[src/rtl/ps2_pkg.sv]
// Shared PS/2 host definitions: transmit FSM states, cycle-count helpers and
// the common keyboard command/response bytes.
package ps2_pkg;

   typedef enum logic [2:0] {
      S_IDLE,
      S_INHIBIT,
      S_RTS,
      S_DATA,
      S_ACK,
      S_RELEASE
   } state_t;

   localparam logic [7:0] CMD_SET_LEDS = 8'hED;
   localparam logic [7:0] CMD_RESET    = 8'hFF;
   localparam logic [7:0] RSP_ACK      = 8'hFA;

   // Falling edges that carry data, parity and stop before the ACK edge.
   localparam int unsigned FRAME_EDGES = 10;
   localparam int unsigned EDGE_W      = 4;

   // Divide first so large clock rates do not overflow 32-bit math.
   function automatic int unsigned inhibit_cycles(input int unsigned clk_hz,
                                                  input int unsigned us);
      return (clk_hz / 32'd1000000) * us;
   endfunction

   function automatic int unsigned timeout_cycles(input int unsigned clk_hz,
                                                  input int unsigned ms);
      return (clk_hz / 32'd1000) * ms;
   endfunction

   // Parity bit making the total count of ones (data + parity) odd.
   function automatic logic odd_parity(input logic [7:0] b);
      return ~^b;
   endfunction

endpackage

[src/rtl/ps2_line_sync.sv]
// Two-flop synchronizer for the raw PS/2 clock and data lines plus a
// falling-edge detector on the synchronized clock; shared with the receive path.
module ps2_line_sync (
   input  logic clk,
   input  logic reset,
   input  logic line_clk,
   input  logic line_dat,
   output logic sync_clk,
   output logic sync_dat,
   output logic clk_fall_c
);

   logic clk_q1, clk_q2, clk_q3;
   logic dat_q1, dat_q2;

   // Flops reset to 1 so an idle bus never looks like a falling edge.
   always_ff @(posedge clk or negedge reset) begin
      if (!reset) begin
         clk_q1 <= 1'b1;
         clk_q2 <= 1'b1;
         clk_q3 <= 1'b1;
         dat_q1 <= 1'b1;
         dat_q2 <= 1'b1;
      end else begin
         clk_q1 <= line_clk;
         clk_q2 <= clk_q1;
         clk_q3 <= clk_q2;
         dat_q1 <= line_dat;
         dat_q2 <= dat_q1;
      end
   end

   assign sync_clk   = clk_q2;
   assign sync_dat   = dat_q2;
   assign clk_fall_c = clk_q3 & ~clk_q2;

endmodule

[src/rtl/ps2_host_tx.sv]
// PS/2 host-to-device byte transmitter: inhibit, request-to-send, data/parity/stop,
// then device ACK check. Define PS2_TX_TIMEOUT_EN to add a transaction watchdog.
module ps2_host_tx
   import ps2_pkg::*;
#(
   parameter int unsigned CLK_HZ     = 50000000,
   parameter int unsigned INHIBIT_US = 100,
   parameter int unsigned TIMEOUT_MS = 15
) (
   input  logic       clk,
   input  logic       reset,
   input  logic       send,
   input  logic [7:0] tx_data,
   output logic       busy,
   output logic       done,
   output logic       err,
   input  logic       ps2_clk_in,
   input  logic       ps2_dat_in,
   output logic       ps2_clk_oe,
   output logic       ps2_dat_oe
);

   localparam int unsigned INH_CYCLES = inhibit_cycles(CLK_HZ, INHIBIT_US);
   localparam int unsigned INH_W      = (INH_CYCLES > 2) ? $clog2(INH_CYCLES) : 1;

`ifdef PS2_TX_TIMEOUT_EN
   localparam int unsigned WD_CYCLES = timeout_cycles(CLK_HZ, TIMEOUT_MS);
   localparam int unsigned WD_W      = (WD_CYCLES > 2) ? $clog2(WD_CYCLES) : 1;
   logic [WD_W-1:0] wd_cnt, wd_cnt_nxt;
`else
   localparam int unsigned timeout_unused = timeout_cycles(CLK_HZ, TIMEOUT_MS);
`endif

   state_t             state, state_nxt;
   logic [INH_W-1:0]   inh_cnt, inh_cnt_nxt;
   logic [EDGE_W-1:0]  edge_cnt, edge_cnt_nxt;
   logic [7:0]         data, data_nxt;
   logic               parity, parity_nxt;
   logic               busy_nxt, done_nxt, err_nxt;
   logic               clk_oe_nxt, dat_oe_nxt;
   logic               clk_s, dat_s, clk_fall_c;

   ps2_line_sync u_sync (
      .clk        (clk),
      .reset      (reset),
      .line_clk   (ps2_clk_in),
      .line_dat   (ps2_dat_in),
      .sync_clk   (clk_s),
      .sync_dat   (dat_s),
      .clk_fall_c (clk_fall_c)
   );

   always_ff @(posedge clk or negedge reset) begin
      if (!reset) state <= S_IDLE;
      else        state <= state_nxt;
   end

   // Next-state and next-output logic; line drivers and pulses are registered below.
   always_comb begin
      state_nxt    = state;
      inh_cnt_nxt  = inh_cnt;
      edge_cnt_nxt = edge_cnt;
      data_nxt     = data;
      parity_nxt   = parity;
      busy_nxt     = busy;
      clk_oe_nxt   = ps2_clk_oe;
      dat_oe_nxt   = ps2_dat_oe;
      done_nxt     = 1'b0;
      err_nxt      = 1'b0;
`ifdef PS2_TX_TIMEOUT_EN
      wd_cnt_nxt   = '0;
`endif

      case (state)
         S_IDLE: begin
            clk_oe_nxt = 1'b0;
            dat_oe_nxt = 1'b0;
            busy_nxt   = 1'b0;
            // A request coinciding with the previous completion pulse is dropped.
            if (send && !done && !err) begin
               data_nxt     = tx_data;
               parity_nxt   = odd_parity(tx_data);
               inh_cnt_nxt  = '0;
               edge_cnt_nxt = '0;
               clk_oe_nxt   = 1'b1;
               busy_nxt     = 1'b1;
               state_nxt    = S_INHIBIT;
            end
         end

         S_INHIBIT: begin
            if (inh_cnt == INH_W'(INH_CYCLES - 1)) begin
               clk_oe_nxt = 1'b0;
               dat_oe_nxt = 1'b1;
               state_nxt  = S_RTS;
            end else begin
               inh_cnt_nxt = inh_cnt + INH_W'(1);
            end
         end

         S_RTS: begin
            edge_cnt_nxt = '0;
            state_nxt    = S_DATA;
         end

         // Edge n (counted from 0) drives bit n, then parity, then releases for stop.
         S_DATA: begin
            if (clk_fall_c) begin
               edge_cnt_nxt = edge_cnt + EDGE_W'(1);
               if (edge_cnt < EDGE_W'(8)) begin
                  dat_oe_nxt = ~data[edge_cnt[2:0]];
               end else if (edge_cnt == EDGE_W'(8)) begin
                  dat_oe_nxt = ~parity;
               end else if (edge_cnt == EDGE_W'(FRAME_EDGES - 1)) begin
                  dat_oe_nxt = 1'b0;
                  state_nxt  = S_ACK;
               end else begin
                  state_nxt  = S_IDLE;
               end
            end
         end

         S_ACK: begin
            if (clk_fall_c) begin
               if (!dat_s) begin
                  state_nxt = S_RELEASE;
               end else begin
                  err_nxt   = 1'b1;
                  busy_nxt  = 1'b0;
                  state_nxt = S_IDLE;
               end
            end
         end

         S_RELEASE: begin
            if (clk_s && dat_s) begin
               done_nxt  = 1'b1;
               busy_nxt  = 1'b0;
               state_nxt = S_IDLE;
            end
         end

         default: begin
            clk_oe_nxt = 1'b0;
            dat_oe_nxt = 1'b0;
            busy_nxt   = 1'b0;
            state_nxt  = S_IDLE;
         end
      endcase

`ifdef PS2_TX_TIMEOUT_EN
      // Watchdog runs from the end of inhibit; a transaction finishing this cycle wins.
      if (state inside {S_RTS, S_DATA, S_ACK, S_RELEASE}) begin
         wd_cnt_nxt = wd_cnt + WD_W'(1);
         if (wd_cnt == WD_W'(WD_CYCLES - 1) && state_nxt != S_IDLE) begin
            err_nxt    = 1'b1;
            done_nxt   = 1'b0;
            busy_nxt   = 1'b0;
            clk_oe_nxt = 1'b0;
            dat_oe_nxt = 1'b0;
            state_nxt  = S_IDLE;
         end
      end
`endif
   end

   always_ff @(posedge clk or negedge reset) begin
      if (!reset) begin
         inh_cnt    <= '0;
         edge_cnt   <= '0;
         data       <= '0;
         parity     <= 1'b0;
         busy       <= 1'b0;
         done       <= 1'b0;
         err        <= 1'b0;
         ps2_clk_oe <= 1'b0;
         ps2_dat_oe <= 1'b0;
      end else begin
         inh_cnt    <= inh_cnt_nxt;
         edge_cnt   <= edge_cnt_nxt;
         data       <= data_nxt;
         parity     <= parity_nxt;
         busy       <= busy_nxt;
         done       <= done_nxt;
         err        <= err_nxt;
         ps2_clk_oe <= clk_oe_nxt;
         ps2_dat_oe <= dat_oe_nxt;
      end
   end

`ifdef PS2_TX_TIMEOUT_EN
   always_ff @(posedge clk or negedge reset) begin
      if (!reset) wd_cnt <= '0;
      else        wd_cnt <= wd_cnt_nxt;
   end
`endif

endmodule

[config.mk]
export PLATFORM = sky130hd
export DESIGN_NAME = ps2_host_tx
export DESIGN_NICKNAME = d
export VERILOG_FILES = /design/src/rtl/ps2_pkg.sv /design/src/rtl/ps2_line_sync.sv /design/src/rtl/ps2_host_tx.sv
export SDC_FILE = /design/constraint.sdc
export NUM_CORES = 1
export LEC_CHECK = 0
export BUFFER_PORTS_ARGS = -buffer_cell sky130_fd_sc_hd__buf_4
export CAP_MARGIN = 30
export CORE_UTILIZATION = 30
export CTS_CLUSTER_SIZE = 25
export DETAILED_ROUTE_END_ITERATION = 16
export GPL_ROUTABILITY_DRIVEN = 1
export PLACE_DENSITY_LB_ADDON = 0.12
export SLEW_MARGIN = 10
export SYNTH_ARGS = -nofsm -noshare
export SYNTH_HDL_FRONTEND = slang
export SYNTH_SLANG_ARGS = --single-unit
[constraint.sdc]
create_clock -name clk -period 1.6 [get_ports clk]
set_input_delay 0.08 -clock clk [delete_from_list [all_inputs] [get_ports clk]]
set_output_delay 0.08 -clock clk [all_outputs]
set_load 0.03 [all_outputs]
==> results.toml <==
[worst_setup_path]
critical_path.startpoint_type = "register"
r2r.worst_path.cells = 4
cpPeakStageDelay_ns = 0.43
critPathTopFamily = "simple AND/OR/NAND/NOR gates"
slowest_stage = "sky130_fd_sc_hd__or3b_4"
ff2ff_setup_slack_ns = -0.07
path_cells = "or3b_4 > a41o_4 > or3_1 > a21oi_2"
regToRegStartpoint = "state[0]"
worstPathBufferInverterCount = 0
worst_ep_required_time_ns = 1.83
critical_path.reg2reg.endpoint = "inh_cnt[3]"
crit_fanout = 6
timing_worst_setup_path_type = "register to register"
cp-end-kind = "register"
worst_ep_arrival_time_ns = 1.90

[floorplan]
initial_core_util = 0.310
fp.dieArea_um2 = 7320
core_area_um2 = 6760
ios = 18
chipWidth_um = 85.6
rows = 30
die_height_um = 85.6

[power_and_ir_drop]
powerDensity_nw_per_um2 = 1440
p_sw_frac = 0.367
power_frac_clock = 0.198
peakVddDrop_v = 0.000538
power.leakage_nw = 1.30
share_of_total_power_in_combinational_logic = 0.445
internal_power_mw = 2.76
net-switching-power_mw = 1.60
total_power_mw = 4.36
sequentialPowerShare = 0.357

[clocking]
clk_pin_slew_ns = 0.08
numClockSinks = 39
h_tree_depth = 2
insertion_delay_ns = 0.29
cts_root_buf = "sky130_fd_sc_hd__clkbuf_8"
clock_tree_from_tritoncts = "built"
clock_buffer_count_from_cts = 5
clockBufferDepth = 2

[finish]
fillerInstances = 686
antenna_cells = 0
area_growth_syn_to_layout_pct = 45.0
layout_net_count = 298
drive_above_1_share = 0.397

[worst_hold_path]
min_path_type = "input pin to register"
hold-path-cell-count = 4
whs_endpoint = "busy"
holdCritStartpoint = "send"

[timing]
finalClockSkew_ns = 0.00381
final.setup.worst_slack_ns = -0.0705
grt_setup_unrepaired = "yes"
fmax_mhz = 599
timing.hold.ws_ns = 0.303
final_setup_fails = 13
post-route-period-util = 1.04
hold_viol = 0
tightestPinTransition_ns = 0.520
final_period_minus_worst_setup_slack_ns = 1.67
slew-limit-headroom = 0.654
final-max-slew-violation-count = 0

[detailed_routing]
post_drt_wl_per_cell_um = 14.5
routed_wirelength_um = 5240
vias = 1797
detailedRoute.firstPassIterationCount = 4
drcViolationCount = 0
post_drt_via_cell_ratio = 4.96
drt.antenna.violating_nets = 0
drtIter0Drc = 94

[yosys]
yosys-mux-area-fraction = 0.0352
synth_top_family_by_area = "simple AND/OR/NAND/NOR gates"
yosys_warnings = 0
mappedNetlistArea_um2 = 2090
synth_ff_type = "sky130_fd_sc_hd__dfrtp_1"
synthSimpleGateAreaFrac = 0.251
synth_edf_count = 0
synth_sequential_area_ratio = 0.469
synthesis.nets = 238
syn_area_per_cell_um2 = 9.48
async_flop_share = 1.00
synth-adder-area-share = 0.0239
syn_inst = 221
post_synth_num_cell_types = 52
share_of_the_synthesized_netlist_area_taken_by_xor_and_xnor_gates = 0.0418
synth_compound_gate_area_share = 0.146
count_of_state_elements_after_synthesis = 39

[grt]
grt.overflow.total = 0
grt_max_degree = 40
via_count_of_the_first_global_routing_pass = 1808
grt_use_total = 0.149
grt_antenna_before_repair = 0
global_route_wire_length_before_repair_um = 8470

[placement]
port_buffers = 17
dpl_worst_slack_ns = -0.124
detailedPlacementHpwl_um = 3520
gp_congestion = 0.751

[job]
max_cap_violations = 0

[outcome]
run_status = "finished, violations left"
failed_checks = "setup timing"
cell type report:
cell class	count	area (um^2)	area share
repair buffers	64	567	0.187
multi-input cells	166	1250	0.411
clock inverters	2	35.0	0.0115
inverters	5	18.8	0.00618
flip-flops and latches	39	986	0.325
clock buffers	6	82.6	0.0272
well taps	80	100	0.0329
Yosys cell counts, types with 2 or more instances:
master	count	area share
sky130_fd_sc_hd__a211oi_1	2	0.0072
sky130_fd_sc_hd__a21oi_1	11	0.026
sky130_fd_sc_hd__a31oi_1	2	0.0060
sky130_fd_sc_hd__and2_1	4	0.012
sky130_fd_sc_hd__and3_1	3	0.0090
sky130_fd_sc_hd__buf_1	3	0.0054
sky130_fd_sc_hd__buf_2	4	0.0096
sky130_fd_sc_hd__clkbuf_1	3	0.0054
sky130_fd_sc_hd__dfrtp_1	34	0.41
sky130_fd_sc_hd__dfstp_2	5	0.063
sky130_fd_sc_hd__ha_1	4	0.024
sky130_fd_sc_hd__inv_1	5	0.0090
sky130_fd_sc_hd__mux2i_1	4	0.019
sky130_fd_sc_hd__nand2_1	38	0.068
sky130_fd_sc_hd__nand2b_1	2	0.0060
sky130_fd_sc_hd__nand3_1	10	0.024
sky130_fd_sc_hd__nand3b_1	2	0.0072
sky130_fd_sc_hd__nand4_1	6	0.018
sky130_fd_sc_hd__nor2_1	10	0.018
sky130_fd_sc_hd__nor2b_1	3	0.0090
sky130_fd_sc_hd__nor3_1	3	0.0072
sky130_fd_sc_hd__nor4_1	2	0.0060
sky130_fd_sc_hd__o21ai_0	15	0.036
sky130_fd_sc_hd__o21ai_1	2	0.0048
sky130_fd_sc_hd__o31ai_1	4	0.014
sky130_fd_sc_hd__or3_1	6	0.018
sky130_fd_sc_hd__xnor2_1	6	0.025
sky130_fd_sc_hd__xor2_1	4	0.017
flip-flops by register name, summed over array words and instances (netlist names):
signal,flops
state,3
done,1
err,1
u_sync.clk_q1,1
u_sync.dat_q1,1
parity,1
u_sync.sync_clk,1
busy,1
ps2_dat_oe,1
inh_cnt,13
u_sync.sync_dat,1
data,8
edge_cnt,4
ps2_clk_oe,1
u_sync.clk_q3,1
power groups by stage:
stage          clock (mW)  combinational (mW)  sequential (mW)
2_1_floorplan           0               0.975             1.59
3_3_place_gp            0                1.63             1.56
3_5_place_dp            0                1.63             1.56
4_1_cts             0.889                1.72             1.55
5_1_grt             0.933                2.14             1.61
6_report            0.866                1.94             1.56
cell families after synthesis:
| group | after synthesis |
|---|---|
| muxes | 6 |
| xor gates and xnor gates | 10 |
| adders and majority gates | 4 |
| DFF | 39 |
| AOI/OAI and AO/OA | 48 |
| buffers and inverters | 16 |
| and+or+nand+nor | 98 |
worst register-to-register path: stages (launching register included):
cell and delay (ns):
sky130_fd_sc_hd__dfrtp_1 0.42, sky130_fd_sc_hd__or3b_4 0.43, sky130_fd_sc_hd__a41o_4 0.27, sky130_fd_sc_hd__or3_1 0.36, sky130_fd_sc_hd__a21oi_2 0.12
placed cells by master, fill, tap and decap left out, types with 5 or more instances in the layout:
cell                             n
sky130_fd_sc_hd__a21oi_2         6
sky130_fd_sc_hd__buf_4          47
sky130_fd_sc_hd__clkbuf_8        6
sky130_fd_sc_hd__dfrtp_1        31
sky130_fd_sc_hd__dfstp_2         5
sky130_fd_sc_hd__dlygate4sd3_1  11
sky130_fd_sc_hd__nand2_1        29
sky130_fd_sc_hd__nand2_2         6
sky130_fd_sc_hd__nand3_1        10
sky130_fd_sc_hd__nand4_1         6
sky130_fd_sc_hd__nor2_1          6
sky130_fd_sc_hd__o21ai_0         8
sky130_fd_sc_hd__o21ai_1         9
sky130_fd_sc_hd__or3_1           6
sky130_fd_sc_hd__xnor2_1         6
worst max-delay path by stage:
| stage | start | endpoint | cells after the start |
|---|---|---|---|
| global route | state[0] | inh_cnt[3] | 4 |
| floorplan | done | edge_cnt[3] | 4 |
| finish | state[0] | inh_cnt[3] | 4 |
| CTS | state[0] | inh_cnt[3] | 4 |
| global placement | edge_cnt[0] | ps2_dat_oe | 4 |
| detailed placement | edge_cnt[0] | ps2_dat_oe | 4 |
per-stage QoR:
stage	instances	util	TNS, ns	cell area (um^2)
detailed placement	340	0.377	-0.208	2550
CTS	359	0.417	-0.300	2820
global placement	340	0.377	-0.142	2550
finish	362	0.450	-0.347	3040
global route	362	0.450	-2.13	3040
floorplan	221	-	-0.0910	2120
what timing repair did:
action                                  in CTS  in global routing
pin swaps                                    5                 20
setup buffers                                0                  1
endpoints found under the setup margin      18                 29
cloned                                       0                  2
resized for setup                           13                 41
hold buffers                                11                  0
hold endpoints to repair                    44                  0
routing by layer:
layer	vias to the layer above	share of wire	global-route usage
met1	842	0.47	0.192
met3	11	0.031	0.0308
li1	918	-	-
met2	26	0.48	0.246
met4	0	0.021	0.0636
met5	-	0	0
Note: power is estimated with default switching activity, not from simulation.
